==> src/rtl/fetch_prefetch_unit.sv <==
// Sequential instruction prefetcher: issues word fetches into a small FIFO and flushes it on a branch redirect.
// Defining FETCH_PERF_CNT_EN adds saturating fetch_count / stall_count outputs.
module fetch_prefetch_unit #(
  parameter logic [31:0] RESET_PC    = 32'h0000_0000,
  parameter int          QUEUE_DEPTH = 4
) (
  input  logic        clk,
  input  logic        reset,
  input  logic        stall,
  input  logic        branch_taken,
  input  logic [31:0] branch_target,
  output logic        imem_req,
  output logic [31:0] imem_addr,
  input  logic        imem_valid,
  input  logic [31:0] imem_rdata,
  output logic        inst_valid,
  output logic [31:0] inst_out,
  output logic [31:0] pc_out,
  output logic [31:0] pc_plus4_out
`ifdef FETCH_PERF_CNT_EN
  ,
  output logic [31:0] fetch_count,
  output logic [31:0] stall_count
`endif
);

  localparam int PW = $clog2(QUEUE_DEPTH);
  localparam int CW = PW + 1;
  localparam logic [CW-1:0] DEPTH_C = CW'(QUEUE_DEPTH);

  typedef enum logic [1:0] {
    RUN       = 2'd0,
    REDIRECT  = 2'd1,
    HALT_FULL = 2'd2
  } state_e;

  state_e        state_q, state_d;
  logic [31:0]   fetch_pc_q, fetch_pc_d;
  logic [31:0]   req_addr_q, req_addr_d;
  logic          pend_q, pend_d;
  logic          squash_q, squash_d;
  logic [CW-1:0] count_q, count_d;
  logic [PW-1:0] rd_ptr_q, rd_ptr_d;
  logic [PW-1:0] wr_ptr_q, wr_ptr_d;
  logic [CW-1:0] level_q, level_d;
  logic          push, pop, wr_en;

  logic [31:0]   inst_mem [QUEUE_DEPTH];
  logic [31:0]   pc_mem   [QUEUE_DEPTH];

  // Redirect targets are forced word-aligned, so the low bits are never used.
  logic [1:0]    unused_target_bits;
  assign unused_target_bits = branch_target[1:0];

  assign inst_valid   = (count_q != '0);
  assign inst_out     = inst_valid ? inst_mem[rd_ptr_q] : 32'h0;
  assign pc_out       = inst_valid ? pc_mem[rd_ptr_q]   : 32'h0;
  assign pc_plus4_out = pc_out + 32'd4;
  assign imem_addr    = fetch_pc_q;

  always_comb begin
    // A response that was squashed by a redirect no longer reserves a queue slot.
    level_q    = count_q + CW'(pend_q & ~squash_q);
    imem_req   = reset & (state_q == RUN) & (level_q < DEPTH_C);
    push       = imem_valid & pend_q & ~squash_q;
    pop        = inst_valid & ~stall;
    wr_en      = push & ~branch_taken;

    state_d    = state_q;
    fetch_pc_d = fetch_pc_q;
    req_addr_d = req_addr_q;
    pend_d     = imem_req;
    squash_d   = 1'b0;
    count_d    = count_q;
    rd_ptr_d   = rd_ptr_q;
    wr_ptr_d   = wr_ptr_q;
    level_d    = '0;

    if (imem_req) begin
      fetch_pc_d = fetch_pc_q + 32'd4;
      req_addr_d = fetch_pc_q;
    end

    if (branch_taken) begin
      fetch_pc_d = {branch_target[31:2], 2'b00};
      squash_d   = imem_req;
      count_d    = '0;
      rd_ptr_d   = '0;
      wr_ptr_d   = '0;
      state_d    = REDIRECT;
    end else begin
      if (wr_en) wr_ptr_d = wr_ptr_q + PW'(1);
      if (pop)   rd_ptr_d = rd_ptr_q + PW'(1);
      case ({wr_en, pop})
        2'b10:   count_d = count_q + CW'(1);
        2'b01:   count_d = count_q - CW'(1);
        default: count_d = count_q;
      endcase
      level_d = count_d + CW'(pend_d);
      if (state_q == REDIRECT) begin
        state_d = RUN;
      end else if (level_d >= DEPTH_C) begin
        state_d = HALT_FULL;
      end else begin
        state_d = RUN;
      end
    end
  end

  always_ff @(posedge clk or negedge reset) begin
    if (!reset) begin
      state_q    <= RUN;
      fetch_pc_q <= RESET_PC;
      req_addr_q <= RESET_PC;
      pend_q     <= 1'b0;
      squash_q   <= 1'b0;
      count_q    <= '0;
      rd_ptr_q   <= '0;
      wr_ptr_q   <= '0;
    end else begin
      state_q    <= state_d;
      fetch_pc_q <= fetch_pc_d;
      req_addr_q <= req_addr_d;
      pend_q     <= pend_d;
      squash_q   <= squash_d;
      count_q    <= count_d;
      rd_ptr_q   <= rd_ptr_d;
      wr_ptr_q   <= wr_ptr_d;
    end
  end

  // Queue storage needs no reset: entries are only visible when count_q covers them.
  always_ff @(posedge clk) begin
    if (wr_en) begin
      inst_mem[wr_ptr_q] <= imem_rdata;
      pc_mem[wr_ptr_q]   <= req_addr_q;
    end
  end

`ifdef FETCH_PERF_CNT_EN
  logic [31:0] fetch_count_q, fetch_count_d;
  logic [31:0] stall_count_q, stall_count_d;

  always_comb begin
    fetch_count_d = fetch_count_q;
    stall_count_d = stall_count_q;
    if (imem_req && (fetch_count_q != 32'hFFFF_FFFF)) fetch_count_d = fetch_count_q + 32'd1;
    if (stall && inst_valid && (stall_count_q != 32'hFFFF_FFFF)) stall_count_d = stall_count_q + 32'd1;
  end

  always_ff @(posedge clk or negedge reset) begin
    if (!reset) begin
      fetch_count_q <= 32'h0;
      stall_count_q <= 32'h0;
    end else begin
      fetch_count_q <= fetch_count_d;
      stall_count_q <= stall_count_d;
    end
  end

  assign fetch_count = fetch_count_q;
  assign stall_count = stall_count_q;
`endif

endmodule

==> config.mk <==
export PLATFORM = sky130hd
export DESIGN_NAME = fetch_prefetch_unit
export DESIGN_NICKNAME = d
export VERILOG_FILES = /design/src/rtl/fetch_prefetch_unit.sv
export SDC_FILE = /design/constraint.sdc
export NUM_CORES = 1
export LEC_CHECK = 0
export CORE_MARGIN = 3
export CORE_UTILIZATION = 63
export CTS_CLUSTER_SIZE = 14
export DETAILED_ROUTE_END_ITERATION = 7
export DONT_BUFFER_PORTS = 1
export PLACE_DENSITY = 0.83
export SYNTH_ARGS = -nofsm -noshare
export SYNTH_HDL_FRONTEND = slang
export SYNTH_SLANG_ARGS = --single-unit
export TNS_END_PERCENT = 30
==> constraint.sdc <==
create_clock -name clk -period 3.7 [get_ports clk]
set_clock_uncertainty 0.15 [all_clocks]
set_input_delay 0.74 -clock clk [delete_from_list [all_inputs] [get_ports clk]]
set_output_delay 0.74 -clock clk [all_outputs]
set_load 0.03 [all_outputs]
==> results by group <==
Floorplan
  • Top Ports: 199
  • Die height: 153 um
  • Core region area: 21200 sq um
  • Die area: 23600 sq um
  • Effective utilization at floorplan: 64.6%
  • Row cnt: 53
  • Die X: 153 um

Route
  • Via density: 6.06
  • DRC viols: 0
  • Routed Antenna Nets: 0
  • DRT Wirelength: 28200 um
  • Via count: 7684
  • 1st-pass router iterations: 5
  • Routed len/inst: 22.2 um
  • Number of DRC markers in iteration 0: 607

Logic synthesis
  • Number of synthesized register bits: 319
  • Area share of and/or/nand/nor cells after synthesis: 12.3%
  • Cells after Synth: 901
  • Post-synthesis adder-cell area fraction: 0.785%
  • Compound-Gate Fraction of Synth Area: 1.83%
  • Mapped Area: 13700 sq um
  • Mean Syn Cell Area: 15.2 sq um
  • Xor/xnor cell area share of the yosys netlist: 4.15%
  • Unique cell type count in the Yosys netlist: 52
  • Mux cell area share after synthesis: 10.9%
  • Largest family of logic cells by synthesized area: simple AND/OR/NAND/NOR gates
  • Sequential area share after synthesis: 67.3%
  • Synth warn: 0

STA
  • Unrepaired setup endpoints after global routing: true
  • Slew at the pin with the worst max-slew slack: 544 ps
  • Slew Viols, Final: 0
  • Fmax: 254 MHz
  • Total negative slack: -2270 ps
  • Setup Viol. Count Final: 16
  • Final WS setup: -234 ps
  • Slew Limit Headroom: 63.5%
  • Hold Fails Final Rpt: 0
  • Fin crit share: 106%
  • Minimum clock period: 3930 ps

Global routing
  • GRT met3 Usage: 6.33%
  • Largest net degree at the start of global routing: 72
  • Wire length of the first global-routing pass: 43900 um
  • Number of global-route vias before repair: 7858
  • Initial antenna violation count: 0
  • Met2 Usage GRT: 39.1%
  • GRT Util Overall: 23.6%
  • Global routing's busiest layer: met2
  • Total grt overflow: 0
  • GR Util met1: 31.6%

Clock tree
  • CTS sink count: 319
  • CTS tree: yes
  • H-tree depth: 1
  • Worst-path clk slew: 60 ps
  • Max Buffers Root-to-Sink: 3
  • CTS root buf: clkbuf_16
  • Num CTS Buffers: 31
  • Worst skew pair latency: 540 ps

Status
  • Failing checks: negative setup slack
  • Status: complete, but fails checks

Layout
  • Finished Core Util: 74.0%
  • Most common cell after layout, fill and taps aside: edfxtp_1
  • Share of cells above drive strength 1: 24.2%
  • Final Net Count: 1046
  • Commonest non-fill, non-tap cells in the layout: 248 x edfxtp_1, 152 x nand2_1, 69 x dfrtp_1, 59 x buf_4, 58 x mux4_2
  • Layout Area Growth over Synthesis: 14.6%

Power
  • Comb power frac: 15.4%
  • Sw Share: 26.8%
  • Total power: 8.68 mW
  • Leakage power: 5.70 nW
  • IR Drop Worst-Case VDD: 0.000311 V
  • Pwr Density: 553 nW/um^2
  • Net switching power: 2.32 mW
  • Internal: 6.36 mW
  • Clock Power Share: 35.3%
  • Reg power frac: 49.3%

Hold path
  • HP Start: branch_taken
  • Worst hold endpoint: state_q[0]
  • Hold Path Class: input port to register
  • Hold path cells: 0

Worst setup path
  • Largest delay share family, worst path: simple AND/OR/NAND/NOR gates
  • Worst setup EP type: output port
  • CP Data Required Time: 2810 ps
  • Critical-path cell list: buf_12, mux4_2, and2_2, ha_4, nand3_4, or3_4, and4bb_1, xnor2_2, buf_6
  • Number of cells on the critical path: 9
  • Crit path buf inv count: 2
  • CP Class: register to output port
  • CP Max Fanout: 10
  • Crit-path slowest cell: dfrtp_4
  • Slowest cell delay on critical path: 530 ps
  • Critical Path AT: 3040 ps
  • Reg-to-reg startpoint: count_q[0]
  • FF-to-FF End: state_q[1]
  • CP startpoint kind: register
  • Reg2Reg Setup Slack: 910 ps
  • Worst R2R Path Depth: 10

Placed design
  • Port buffer count: 0
  • Global placer's final weighted congestion: 0.868
  • Detail Placement HPWL: 18400 um

Flow run
  • Max Cap Viol: 0
how the worst max path moves through the flow:
stage	slack, ps	startpoint	end
2_1_floorplan	2	rd_ptr_q[0]	pc_plus4_out[14]
3_3_place_gp	200	rd_ptr_q[0]	pc_plus4_out[22]
3_5_place_dp	130	rd_ptr_q[0]	pc_plus4_out[30]
4_1_cts	-260	rd_ptr_q[0]	pc_plus4_out[30]
5_1_grt	-300	rd_ptr_q[0]	pc_plus4_out[26]
6_report	-230	rd_ptr_q[0]	pc_plus4_out[26]
power groups by stage:
stage	Sequential (mW)	Clock [mW]	Combinational, mW
2_1_floorplan	4.28	0	1.00
3_3_place_gp	4.34	0	1.23
3_5_place_dp	4.35	0	1.25
4_1_cts	4.28	3.12	1.33
5_1_grt	4.30	3.26	1.42
6_report	4.28	3.07	1.34
layer usage:
layer  part of all wire (%)  vias to the layer above  wire length, um
li1                       -                     3451                -
met5                      0                        -                0
met3                    8.9                       60             2520
met4                    2.5                        0              716
met2                     49                      337            13900
met1                     39                     3836            11000
sequential cells by signal, indices dropped and copies added, names as in the netlist, 2 cells and up:
name / flops
inst_mem: 128
pc_mem: 120
imem_addr: 30
req_addr_q: 30
count_q: 3
rd_ptr_q: 2
state_q: 2
wr_ptr_q: 2
final cells by class:
cell class,count,area [sq um]
fillers,1282,5520
well taps,275,344
repair buffers,78,732
diodes,1,2.50
inverters,14,61.3
multi-input cells,525,4310
clock inverters,14,160
flip-flops and latches,319,9230
clock buffers,43,861
cell usage after synthesis, drive strengths merged:
| cell type | number | area share, % |
|---|---|---|
| nor3b | 3 | 0.16 |
| nand3b | 3 | 0.16 |
| and4bb | 2 | 0.21 |
| conb | 1 | 0.027 |
| nand4bb | 1 | 0.12 |
| a21oi | 3 | 0.11 |
| nand4b | 3 | 0.19 |
| a31oi | 1 | 0.046 |
| o31ai | 2 | 0.11 |
| buf | 27 | 1.7 |
| nand4 | 15 | 0.68 |
| nand2 | 154 | 4.2 |
| clkbuf | 21 | 0.65 |
| nor2 | 26 | 0.71 |
| nor4b | 1 | 0.17 |
| and4 | 6 | 0.38 |
| dfrtp | 71 | 13 |
| ha | 7 | 0.64 |
| and2 | 60 | 2.8 |
| inv | 14 | 0.38 |
| mux4 | 60 | 10 |
| nor3 | 8 | 0.33 |
| or2 | 1 | 0.046 |
| and2b | 2 | 0.13 |
| edfxtp | 248 | 54 |
| or3 | 1 | 0.082 |
| nand3 | 31 | 1.2 |
| xor2 | 41 | 2.6 |
| fa | 1 | 0.15 |
| xnor2 | 24 | 1.5 |
| a211oi | 2 | 0.11 |
| and3 | 10 | 0.46 |
| nand2b | 1 | 0.046 |
| o211ai | 2 | 0.11 |
| o21ai | 36 | 1.3 |
| mux2i | 6 | 0.44 |
| mux2 | 4 | 0.33 |
| nor2b | 1 | 0.046 |
| nor4 | 1 | 0.091 |
worst reg2reg max path, stage by stage, from the launching register on:
cell	delay (ps)
dfrtp_1	460
nor3_2	270
buf_4	280
nor2_1	120
ha_1	260
fa_1	500
nand2b_1	70
o21ai_0	190
nand2_1	100
xnor2_1	140
nor3_1	180
timing repair:
| action | 4_1_cts | 5_1_grt |
|---|---|---|
| buffers inserted | 8 | 3 |
| hold endpoints to repair | 71 | 0 |
| pin swaps | 2 | 5 |
| setup endpoints to repair | 45 | 45 |
| cloned | 1 | 0 |
| gates resized for setup | 23 | 16 |
| hold buffers | 2 | 0 |
metrics by stage:
stage | cells | hold WS, ps | worst slack (ps) | instance area, sq um
finish | 1269 | 80.5 | -234 | 15700
global route | 1268 | 59.5 | -305 | 15700
CTS | 1265 | 65.8 | -257 | 15600
detailed placement | 1197 | 296 | 126 | 14400
global placement | 1197 | 296 | 198 | 14400
floorplan | 906 | 294 | 2.01 | 13800
logic make-up after synthesis:
group | Yosys count
AO/OA/AOI/OAI | 46
XOR/XNOR | 65
adder cells (fa/ha/maj) | 8
buffers and inverters | 62
flip-flops | 319
multiplexers | 70
other | 1
AND/OR/NAND/NOR | 330
Note: power is estimated with default switching activity, not from simulation.
